## src/rtl/mem_port_arb_if.sv

```systemverilog
// Bundle of the instruction-fetch port, the data port and the shared memory
// command port of the memory port arbiter.
// The master modport is the arbiter's view of the bundle.
// The slave modport is the view of the requesters and the memory.
interface mem_port_arb_if;
    logic        i_req;
    logic [31:0] i_addr;
    logic        i_ack;
    logic [31:0] i_rdata;
    logic        i_stall;

    logic        d_req;
    logic        d_wr_en;
    logic [1:0]  d_size;
    logic        d_sz_ex;
    logic [31:0] d_addr;
    logic [31:0] d_wdata;
    logic        d_ack;
    logic [31:0] d_rdata;
    logic        d_stall;

    logic        m_req;
    logic        m_wr_en;
    logic [1:0]  m_size;
    logic        m_sz_ex;
    logic [31:0] m_addr;
    logic [31:0] m_wdata;
    logic [31:0] m_rdata;
    logic        m_rdy;

    logic        err;

    modport master (
        input  i_req, i_addr, d_req, d_wr_en, d_size, d_sz_ex, d_addr, d_wdata,
               m_rdata, m_rdy,
        output i_ack, i_rdata, i_stall, d_ack, d_rdata, d_stall,
               m_req, m_wr_en, m_size, m_sz_ex, m_addr, m_wdata, err
    );

    modport slave (
        output i_req, i_addr, d_req, d_wr_en, d_size, d_sz_ex, d_addr, d_wdata,
               m_rdata, m_rdy,
        input  i_ack, i_rdata, i_stall, d_ack, d_rdata, d_stall,
               m_req, m_wr_en, m_size, m_sz_ex, m_addr, m_wdata, err
    );
endinterface

```

## src/rtl/mem_port_arb.sv

```systemverilog
// Arbiter that shares one variable-latency memory port between an
// instruction-fetch requester and a data requester.
// Conflicts in IDLE go to the requester not granted last. Data wins the
// first conflict after reset.
// Optional watchdog: define MEM_ARB_TIMEOUT_EN to abort a transaction after
// TIMEOUT busy cycles without m_rdy. The abort returns zero data and pulses err.
module mem_port_arb #(
    parameter int TIMEOUT = 16
) (
    input  logic           clk,
    input  logic           rst,
    mem_port_arb_if.master bus
);
    typedef enum logic [1:0] {IDLE, I_BUSY, D_BUSY} state_t;

    state_t state;
    logic   last_d;
    logic   i_cand;
    logic   d_cand;
    logic   grant_d;

`ifdef MEM_ARB_TIMEOUT_EN
    localparam int CW = (TIMEOUT > 1) ? $clog2(TIMEOUT) : 1;
    logic [CW-1:0] busy_cnt;
    logic          timed_out;

    assign timed_out = (busy_cnt == CW'(TIMEOUT - 1));
`else
    // Without the watchdog err never fires. The expression still names
    // TIMEOUT so the parameter keeps a reader in this build.
    assign bus.err = (TIMEOUT < 0);
`endif

    // A requester whose ack is high this cycle is showing a stale request.
    // On a conflict, data wins unless data was the last one granted.
    assign i_cand  = bus.i_req & ~bus.i_ack;
    assign d_cand  = bus.d_req & ~bus.d_ack;
    assign grant_d = d_cand & (~i_cand | ~last_d);

    assign bus.i_stall = bus.i_req & ~bus.i_ack;
    assign bus.d_stall = bus.d_req & ~bus.d_ack;

    // Arbitration FSM with registered command, ack and read-data outputs
    always_ff @(posedge clk or posedge rst) begin
        if (rst) begin
            state       <= IDLE;
            last_d      <= 1'b0;
            bus.m_req   <= 1'b0;
            bus.m_wr_en <= 1'b0;
            bus.m_size  <= 2'b00;
            bus.m_sz_ex <= 1'b0;
            bus.m_addr  <= 32'h0;
            bus.m_wdata <= 32'h0;
            bus.i_ack   <= 1'b0;
            bus.d_ack   <= 1'b0;
            bus.i_rdata <= 32'h0;
            bus.d_rdata <= 32'h0;
`ifdef MEM_ARB_TIMEOUT_EN
            bus.err     <= 1'b0;
            busy_cnt    <= '0;
`endif
        end else begin
            bus.i_ack <= 1'b0;
            bus.d_ack <= 1'b0;
`ifdef MEM_ARB_TIMEOUT_EN
            bus.err   <= 1'b0;
`endif
            case (state)
                IDLE: begin
                    if (i_cand | d_cand) begin
                        bus.m_req <= 1'b1;
                        last_d    <= grant_d;
`ifdef MEM_ARB_TIMEOUT_EN
                        busy_cnt  <= '0;
`endif
                        if (grant_d) begin
                            state       <= D_BUSY;
                            bus.m_wr_en <= bus.d_wr_en;
                            bus.m_size  <= bus.d_size;
                            bus.m_sz_ex <= bus.d_sz_ex;
                            bus.m_addr  <= bus.d_addr;
                            bus.m_wdata <= bus.d_wdata;
                        end else begin
                            state       <= I_BUSY;
                            bus.m_wr_en <= 1'b0;
                            bus.m_size  <= 2'b10;
                            bus.m_sz_ex <= 1'b0;
                            bus.m_addr  <= bus.i_addr;
                            bus.m_wdata <= 32'h0;
                        end
                    end
                end
                I_BUSY, D_BUSY: begin
                    if (bus.m_rdy) begin
                        bus.m_req <= 1'b0;
                        state     <= IDLE;
                        if (state == D_BUSY) begin
                            bus.d_ack   <= 1'b1;
                            bus.d_rdata <= bus.m_rdata;
                        end else begin
                            bus.i_ack   <= 1'b1;
                            bus.i_rdata <= bus.m_rdata;
                        end
                    end
`ifdef MEM_ARB_TIMEOUT_EN
                    else if (timed_out) begin
                        bus.m_req <= 1'b0;
                        bus.err   <= 1'b1;
                        state     <= IDLE;
                        if (state == D_BUSY) begin
                            bus.d_ack   <= 1'b1;
                            bus.d_rdata <= 32'h0;
                        end else begin
                            bus.i_ack   <= 1'b1;
                            bus.i_rdata <= 32'h0;
                        end
                    end else begin
                        busy_cnt <= busy_cnt + 1'b1;
                    end
`endif
                end
                default: state <= IDLE;
            endcase
        end
    end
endmodule

```

## src/flat_wrapper.sv

```systemverilog
// flat-port wrapper written by rule: the top's interface ports become plain ports
module mem_port_arb_flat 
#(
    parameter int TIMEOUT = 16
)
  (clk, rst, bus_i_req, bus_i_addr, bus_d_req, bus_d_wr_en, bus_d_size, bus_d_sz_ex, bus_d_addr, bus_d_wdata, bus_m_rdata, bus_m_rdy, bus_i_ack, bus_i_rdata, bus_i_stall, bus_d_ack, bus_d_rdata, bus_d_stall, bus_m_req, bus_m_wr_en, bus_m_size, bus_m_sz_ex, bus_m_addr, bus_m_wdata, bus_err);
  mem_port_arb_if bus_i ();
  input  logic clk;
  input  logic rst;
  input wire logic [$bits(bus_i.i_req)-1:0] bus_i_req;
  input wire logic [$bits(bus_i.i_addr)-1:0] bus_i_addr;
  input wire logic [$bits(bus_i.d_req)-1:0] bus_d_req;
  input wire logic [$bits(bus_i.d_wr_en)-1:0] bus_d_wr_en;
  input wire logic [$bits(bus_i.d_size)-1:0] bus_d_size;
  input wire logic [$bits(bus_i.d_sz_ex)-1:0] bus_d_sz_ex;
  input wire logic [$bits(bus_i.d_addr)-1:0] bus_d_addr;
  input wire logic [$bits(bus_i.d_wdata)-1:0] bus_d_wdata;
  input wire logic [$bits(bus_i.m_rdata)-1:0] bus_m_rdata;
  input wire logic [$bits(bus_i.m_rdy)-1:0] bus_m_rdy;
  output wire logic [$bits(bus_i.i_ack)-1:0] bus_i_ack;
  output wire logic [$bits(bus_i.i_rdata)-1:0] bus_i_rdata;
  output wire logic [$bits(bus_i.i_stall)-1:0] bus_i_stall;
  output wire logic [$bits(bus_i.d_ack)-1:0] bus_d_ack;
  output wire logic [$bits(bus_i.d_rdata)-1:0] bus_d_rdata;
  output wire logic [$bits(bus_i.d_stall)-1:0] bus_d_stall;
  output wire logic [$bits(bus_i.m_req)-1:0] bus_m_req;
  output wire logic [$bits(bus_i.m_wr_en)-1:0] bus_m_wr_en;
  output wire logic [$bits(bus_i.m_size)-1:0] bus_m_size;
  output wire logic [$bits(bus_i.m_sz_ex)-1:0] bus_m_sz_ex;
  output wire logic [$bits(bus_i.m_addr)-1:0] bus_m_addr;
  output wire logic [$bits(bus_i.m_wdata)-1:0] bus_m_wdata;
  output wire logic [$bits(bus_i.err)-1:0] bus_err;
  assign bus_i.i_req = bus_i_req;
  assign bus_i.i_addr = bus_i_addr;
  assign bus_i.d_req = bus_d_req;
  assign bus_i.d_wr_en = bus_d_wr_en;
  assign bus_i.d_size = bus_d_size;
  assign bus_i.d_sz_ex = bus_d_sz_ex;
  assign bus_i.d_addr = bus_d_addr;
  assign bus_i.d_wdata = bus_d_wdata;
  assign bus_i.m_rdata = bus_m_rdata;
  assign bus_i.m_rdy = bus_m_rdy;
  assign bus_i_ack = bus_i.i_ack;
  assign bus_i_rdata = bus_i.i_rdata;
  assign bus_i_stall = bus_i.i_stall;
  assign bus_d_ack = bus_i.d_ack;
  assign bus_d_rdata = bus_i.d_rdata;
  assign bus_d_stall = bus_i.d_stall;
  assign bus_m_req = bus_i.m_req;
  assign bus_m_wr_en = bus_i.m_wr_en;
  assign bus_m_size = bus_i.m_size;
  assign bus_m_sz_ex = bus_i.m_sz_ex;
  assign bus_m_addr = bus_i.m_addr;
  assign bus_m_wdata = bus_i.m_wdata;
  assign bus_err = bus_i.err;
  mem_port_arb #(.TIMEOUT(TIMEOUT)) u_core (.clk(clk), .rst(rst), .bus(bus_i));
endmodule
```

## config.mk

```make
export PLATFORM = sky130hd
export DESIGN_NAME = mem_port_arb_flat
export DESIGN_NICKNAME = d
export VERILOG_FILES = /design/src/rtl/mem_port_arb_if.sv /design/src/rtl/mem_port_arb.sv /design/src/flat_wrapper.sv
export SDC_FILE = /design/constraint.sdc
export NUM_CORES = 1
export LEC_CHECK = 0
export ABC_AREA = 0
export BUFFER_PORTS_ARGS = -buffer_cell sky130_fd_sc_hd__buf_2
export CAP_MARGIN = 30
export CORE_ASPECT_RATIO = 0.8
export CORE_MARGIN = 1
export CORE_UTILIZATION = 45
export DETAILED_ROUTE_END_ITERATION = 7
export HOLD_SLACK_MARGIN = 0.05
export PLACE_DENSITY = 0.81
export SLEW_MARGIN = 10
export SYNTH_ARGS = -nofsm -noshare
export SYNTH_HDL_FRONTEND = slang
export SYNTH_SLANG_ARGS = --single-unit
export TNS_END_PERCENT = 100
```

## constraint.sdc

```tcl
create_clock -name clk -period 10.9 [get_ports clk]
set_clock_uncertainty 0.05 [all_clocks]
set_input_delay 2.18 -clock clk [delete_from_list [all_inputs] [get_ports clk]]
set_output_delay 2.18 -clock clk [all_outputs]
set_load 0.01 [all_outputs]
```

# Word-level counts from Yosys, hierarchy flattened
# Index checks and enable logic that the tools add are counted.
dict set report classes {
  n_reduce_logical 8
  eq_ne 4
  bitwise 10
  muxes 18
}
# op n
set op_table {}
lappend op_table {{$mux 32} 2}
lappend op_table {{$mux 1} 10}
lappend op_table {{$reduce_and 3->1} 3}
lappend op_table {{$mux 2} 4}
lappend op_table {{$not 1->1} 5}
lappend op_table {{$pmux 2 s2} 1}
lappend op_table {{$reduce_and 2->1} 2}
lappend op_table {{$and 1x1->1} 3}
lappend op_table {{$eq 2x1->1 const B} 1}
lappend op_table {{$eq 2x2->1 const B} 1}
lappend op_table {{$logic_not 2->1} 1}
lappend op_table {{$ne 2x1->1 const B} 1}
lappend op_table {{$ne 2x2->1 const B} 1}
lappend op_table {{$or 1x1->1} 2}
lappend op_table {{$pmux 1 s2} 1}
lappend op_table {{$reduce_bool 2->1} 1}
lappend op_table {{$reduce_or 2->1} 1}
dict set report totals {
  wordCells 52
  inputBits 137
  register_bits 138
}

# Logic depth before layout (Yosys ltp)
dict set report depth {
  word_depth 8
  mapped_depth 7
}

# Worst setup path before layout
# OpenSTA, ideal clock, no wires.
dict set report synth_timing {
  kind {input to output}
  start {in bus_i_req}
  end {out bus_i_stall}
  t_arrival_ps 2484
  stages 3
  setup_slack_ps 6186
  t_required_ps 8670
  path_cell_list {nand2b_1 -> buf_2 -> inv_2}
}
dict set report synth_between {
  elab_chain_cells 1
}
# item line_no
set synth_rtl {}
lappend synth_rtl {{start, declared} flat_wrapper.sv:10} ;# input wire logic [$bits(bus_i.i_req)-1:0] bus_i_req;
lappend synth_rtl {{$and 1x1->1} mem_port_arb.sv:40} ;# assign bus.i_stall = bus.i_req & ~bus.i_ack;
lappend synth_rtl {{end, declared} flat_wrapper.sv:22} ;# output wire logic [$bits(bus_i.i_stall)-1:0] bus_i_stall;
# No other way between the ends.

# Worst setup path in the final report
dict set report layout_timing {
  start {in bus_d_req}
  end {out bus_d_stall}
}
dict set report layout_between {
  elab_chain_cells 1
}
# item line_no
set layout_rtl {}
lappend layout_rtl {{start, declared} flat_wrapper.sv:12} ;# input wire logic [$bits(bus_i.d_req)-1:0] bus_d_req;
lappend layout_rtl {{$and 1x1->1} mem_port_arb.sv:41} ;# assign bus.d_stall = bus.d_req & ~bus.d_ack;
lappend layout_rtl {{end, declared} flat_wrapper.sv:25} ;# output wire logic [$bits(bus_i.d_stall)-1:0] bus_d_stall;
# No other way between the ends.

==> run_results.csv <==
group,metric,value,unit
run_status,status,"completed",
floorplan,initial_core_util,46.6,%
route,drc,0,
setup_path,crit_arrival,3.01,ns
synth,synth_top_area_share,54.2,%
synth,syn_inst,442,
setup_path,start_kind,"input port",
synth,synth_top_cells_by_area,"dfrtp_1, mux2_1, a2bb2oi_2",
floorplan,die_w,135,um
setup_path,crit_buf_inv,3,
route,vias_per_cell,5.41,
place,io_buffers,273,
cts,cts_tree,"yes",
synth,ys_warn_count,0,
setup_path,r2r-end,"u_core.bus.m_size[1]$_DFFE_PP0P_",
sta,setup_tns,0,ns
place,dp_hpwl,11700,um
global_routing,use_met3,5.58,%
cts,clk-insertion-delay-late,0.41,ns
floorplan,fp.dieArea,0.0147,sq mm
worst_hold_path,hold_class,"reg -> reg",
route,drt_pass1_iterations,4,
power,p_leak,0.00414,uW
global_routing,grt_pass1_vias,4966,
sta,finalHoldViolations,0,
floorplan,core,0.0137,sq mm
synth,synth_edf_count,0,
cells_and_area,multi_input_area,0.00260,sq mm
global_routing,grt_use_total,23.3,%
worst_hold_path,hold_depth,1,
setup_path,critPathKind,"in -> out",
synth,yosys_register_bits,138,
cells_and_area,nets,838,
synth,ys.flop_type,"dfrtp_1",
sta,fin_crit_sh,48.1,%
route,routed-via-count,4830,
route,drtAntennaViolNets,0,
sta,relSlewSlack,38.2,%
route,drtIter0Drc,273,
setup_path,cp-end-kind,"output port",
setup_path,critPathLaunch,"bus_d_req",
power,ir_worst_vdd,0.124,mV
global_routing,overflow,0,
cts,ctsResizeCount,0,
setup_path,critPathMaxStageDelay,0.43,ns
cts,cts_buffers,17,
global_routing,grt_util_met1,27.2,%
sta,rsz0062_at_grt,"no",
route,routed_wl,16900,um
synth,synth_area,0.00638,sq mm
setup_path,crit_end,"bus_d_stall",
route,wl_per_cell,18.9,um
place,place_congestion,0.804,
sta,setup_viol,0,
setup_path,crit_path_max_fanout,33,
synth,synth.largest_area_cell,"dfrtp_1",
global_routing,grt_max_degree,95,
cells_and_area,regArea,0.00345,sq mm
sta,setup_ws,5.66,ns
setup_path,path_delay_family,"buffers and inverters",
synth,yosysUniqueCellTypes,39,
setup_path,critPathMostFrequentCell,"buf_2",
global_routing,grt_pass1_wl,25900,um
cts,cts_setup_buffers,0,
cts,cts-root-buf,"clkbuf_16",
global_routing,antenna_found_initial,0,
global_routing,gr-max-usage-layer,"met2",
global_routing,grt_use_met2,41.3,%
floorplan,placementRows,38,
setup_path,cp_num_cells,4,
setup_path,cpMaxStageDelayCell,"buf_2",
cts,cts-htree-levels,4,
cts,cts_sinks,138,
synth,avgSynthCellArea,14.4,sq um
sta,final_max_slew_viol_count,0,
cells_and_area,final_layout_size_suffix_gt1_share,54.5,%
power,power,2610,uW
sta,fmax,0.191,GHz
floorplan,ios,275,
sta,post-route-min-period,5.24,ns
floorplan,die_y,108,um
setup_path,rr_startpoint,"u_core.bus.d_ack$_DFF_PP0_",
job,maxCapViolCount,0,
setup_path,rr_worst_depth,5,
power,power_density,309,mW/mm^2
setup_path,path_cells,"buf_2 -> nand2b_2 -> inv_4 -> buf_2",
synth,synth-seq-area-share,54.2,%
place,place_ws,5.67,ns
synth,ys_async_sr_fraction,100,%
cts,cts_hold_buf,0,
setup_path,r2r_slack,8.09,ns
cells_and_area,area_growth,32.6,%
cts,clk_pin_slew_worst_paths,0.06,ns
cells_and_area,antennaDiodeCount,0,
synth,syn-num-nets,581,
cells_and_area,nFillCells,1071,
setup_path,cp_data_required_time,8.67,ns
sta,tightest_slew,0.926,ns
cts,clockBufferDepth,2,
[synth_stat cells (2+ instances only)]
library cell and instances:
a221oi_1 5, a221oi_2 27, a22o_1 35, a2bb2oi_1 2, a2bb2oi_2 30, and3b_1 33
buf_1 2, buf_2 12, buf_6 13, clkbuf_1 16, dfrtp_1 138, ha_1 2
inv_1 4, inv_2 3, mux2_1 61, mux2_2 3, nand2b_1 2, nand3_1 2
o21ai_0 29, o21ai_1 4
[through the flow]
stage / instances / hold slack, ns / instance area, sq um / util (%)
floorplan: 442 / 0.415 / 6380 / -
global placement: 856 / 0.418 / 7730 / 56.5
detailed placement: 858 / 0.425 / 7770 / 56.7
CTS: 890 / 0.442 / 8400 / 61.3
global route: 892 / 0.456 / 8450 / 61.7
finish: 892 / 0.434 / 8450 / 61.7
[worst min-delay path by stage]
stage | start | endpoint | slack, ns
6_report | u_core.bus.i_rdata[19]$_DFFE_PP0P_ | u_core.bus.i_rdata[19]$_DFFE_PP0P_ | 0.43
5_1_grt | u_core.bus.d_rdata[23]$_DFFE_PP0P_ | u_core.bus.d_rdata[23]$_DFFE_PP0P_ | 0.46
4_1_cts | u_core.bus.i_rdata[19]$_DFFE_PP0P_ | u_core.bus.i_rdata[19]$_DFFE_PP0P_ | 0.44
3_5_place_dp | u_core.bus.i_rdata[12]$_DFFE_PP0P_ | u_core.bus.i_rdata[12]$_DFFE_PP0P_ | 0.43
3_3_place_gp | u_core.bus.i_rdata[29]$_DFFE_PP0P_ | u_core.bus.i_rdata[29]$_DFFE_PP0P_ | 0.42
2_1_floorplan | u_core.last_d$_DFFE_PP0P_ | u_core.last_d$_DFFE_PP0P_ | 0.41
[cell usage in the layout (no fill, tap or decap), drive strengths merged, types with 3 or more instances in the layout]
cell and count:
buf 283, dfrtp 138, mux2 64, a22o 35, o21ai 34, and3b 33
a2bb2oi 32, a221oi 32, clkbuf 19, inv 13, clkinv 4, bufinv 3
[report_power, final]
part / internal (uW) / switching (uW) / leakage, uW
Clock: 378 / 226 / 0.000307
Combinational: 534 / 575 / 0.00216
Sequential: 756 / 142 / 0.00167
[flip-flops by register name, summed over array words and instances (netlist names), 2 cells and up]
signal / count
u_core.bus.m_addr: 32
u_core.bus.i_rdata: 32
u_core.bus.d_rdata: 32
u_core.state: 2
u_core.bus.m_wdata: 32
u_core.bus.m_size: 2
[kinds of logic (layout without fill, tap and decap cells)]
logic type	count (synthesis)	after routing	share of synthesized area (%)
simple gates	44	44	5.67
compound gates	140	140	23.3
buf+inv	53	323	5.16
flops	138	138	54.2
other cells	1	1	0.0588
mux	64	64	11.3
fa+ha+maj	2	2	0.392
[area by class of cell]
class / instances / share of cell area [%]
Tap cell: 180 / 2.66
Inverter: 8 / 0.444
Clock inverter: 13 / 2.12
Multi-Input combinational cell: 251 / 30.8
Timing Repair Buffer: 283 / 17.8
Clock buffer: 19 / 5.36
Sequential cell: 138 / 40.9
[routing by layer]
layer	wire length, um	up-vias
met1	6610	2421
met5	0	-
met3	924	28
met2	8990	180
met4	348	0
li1	-	2201
No activity file was read; power rests on OpenSTA's default activity.
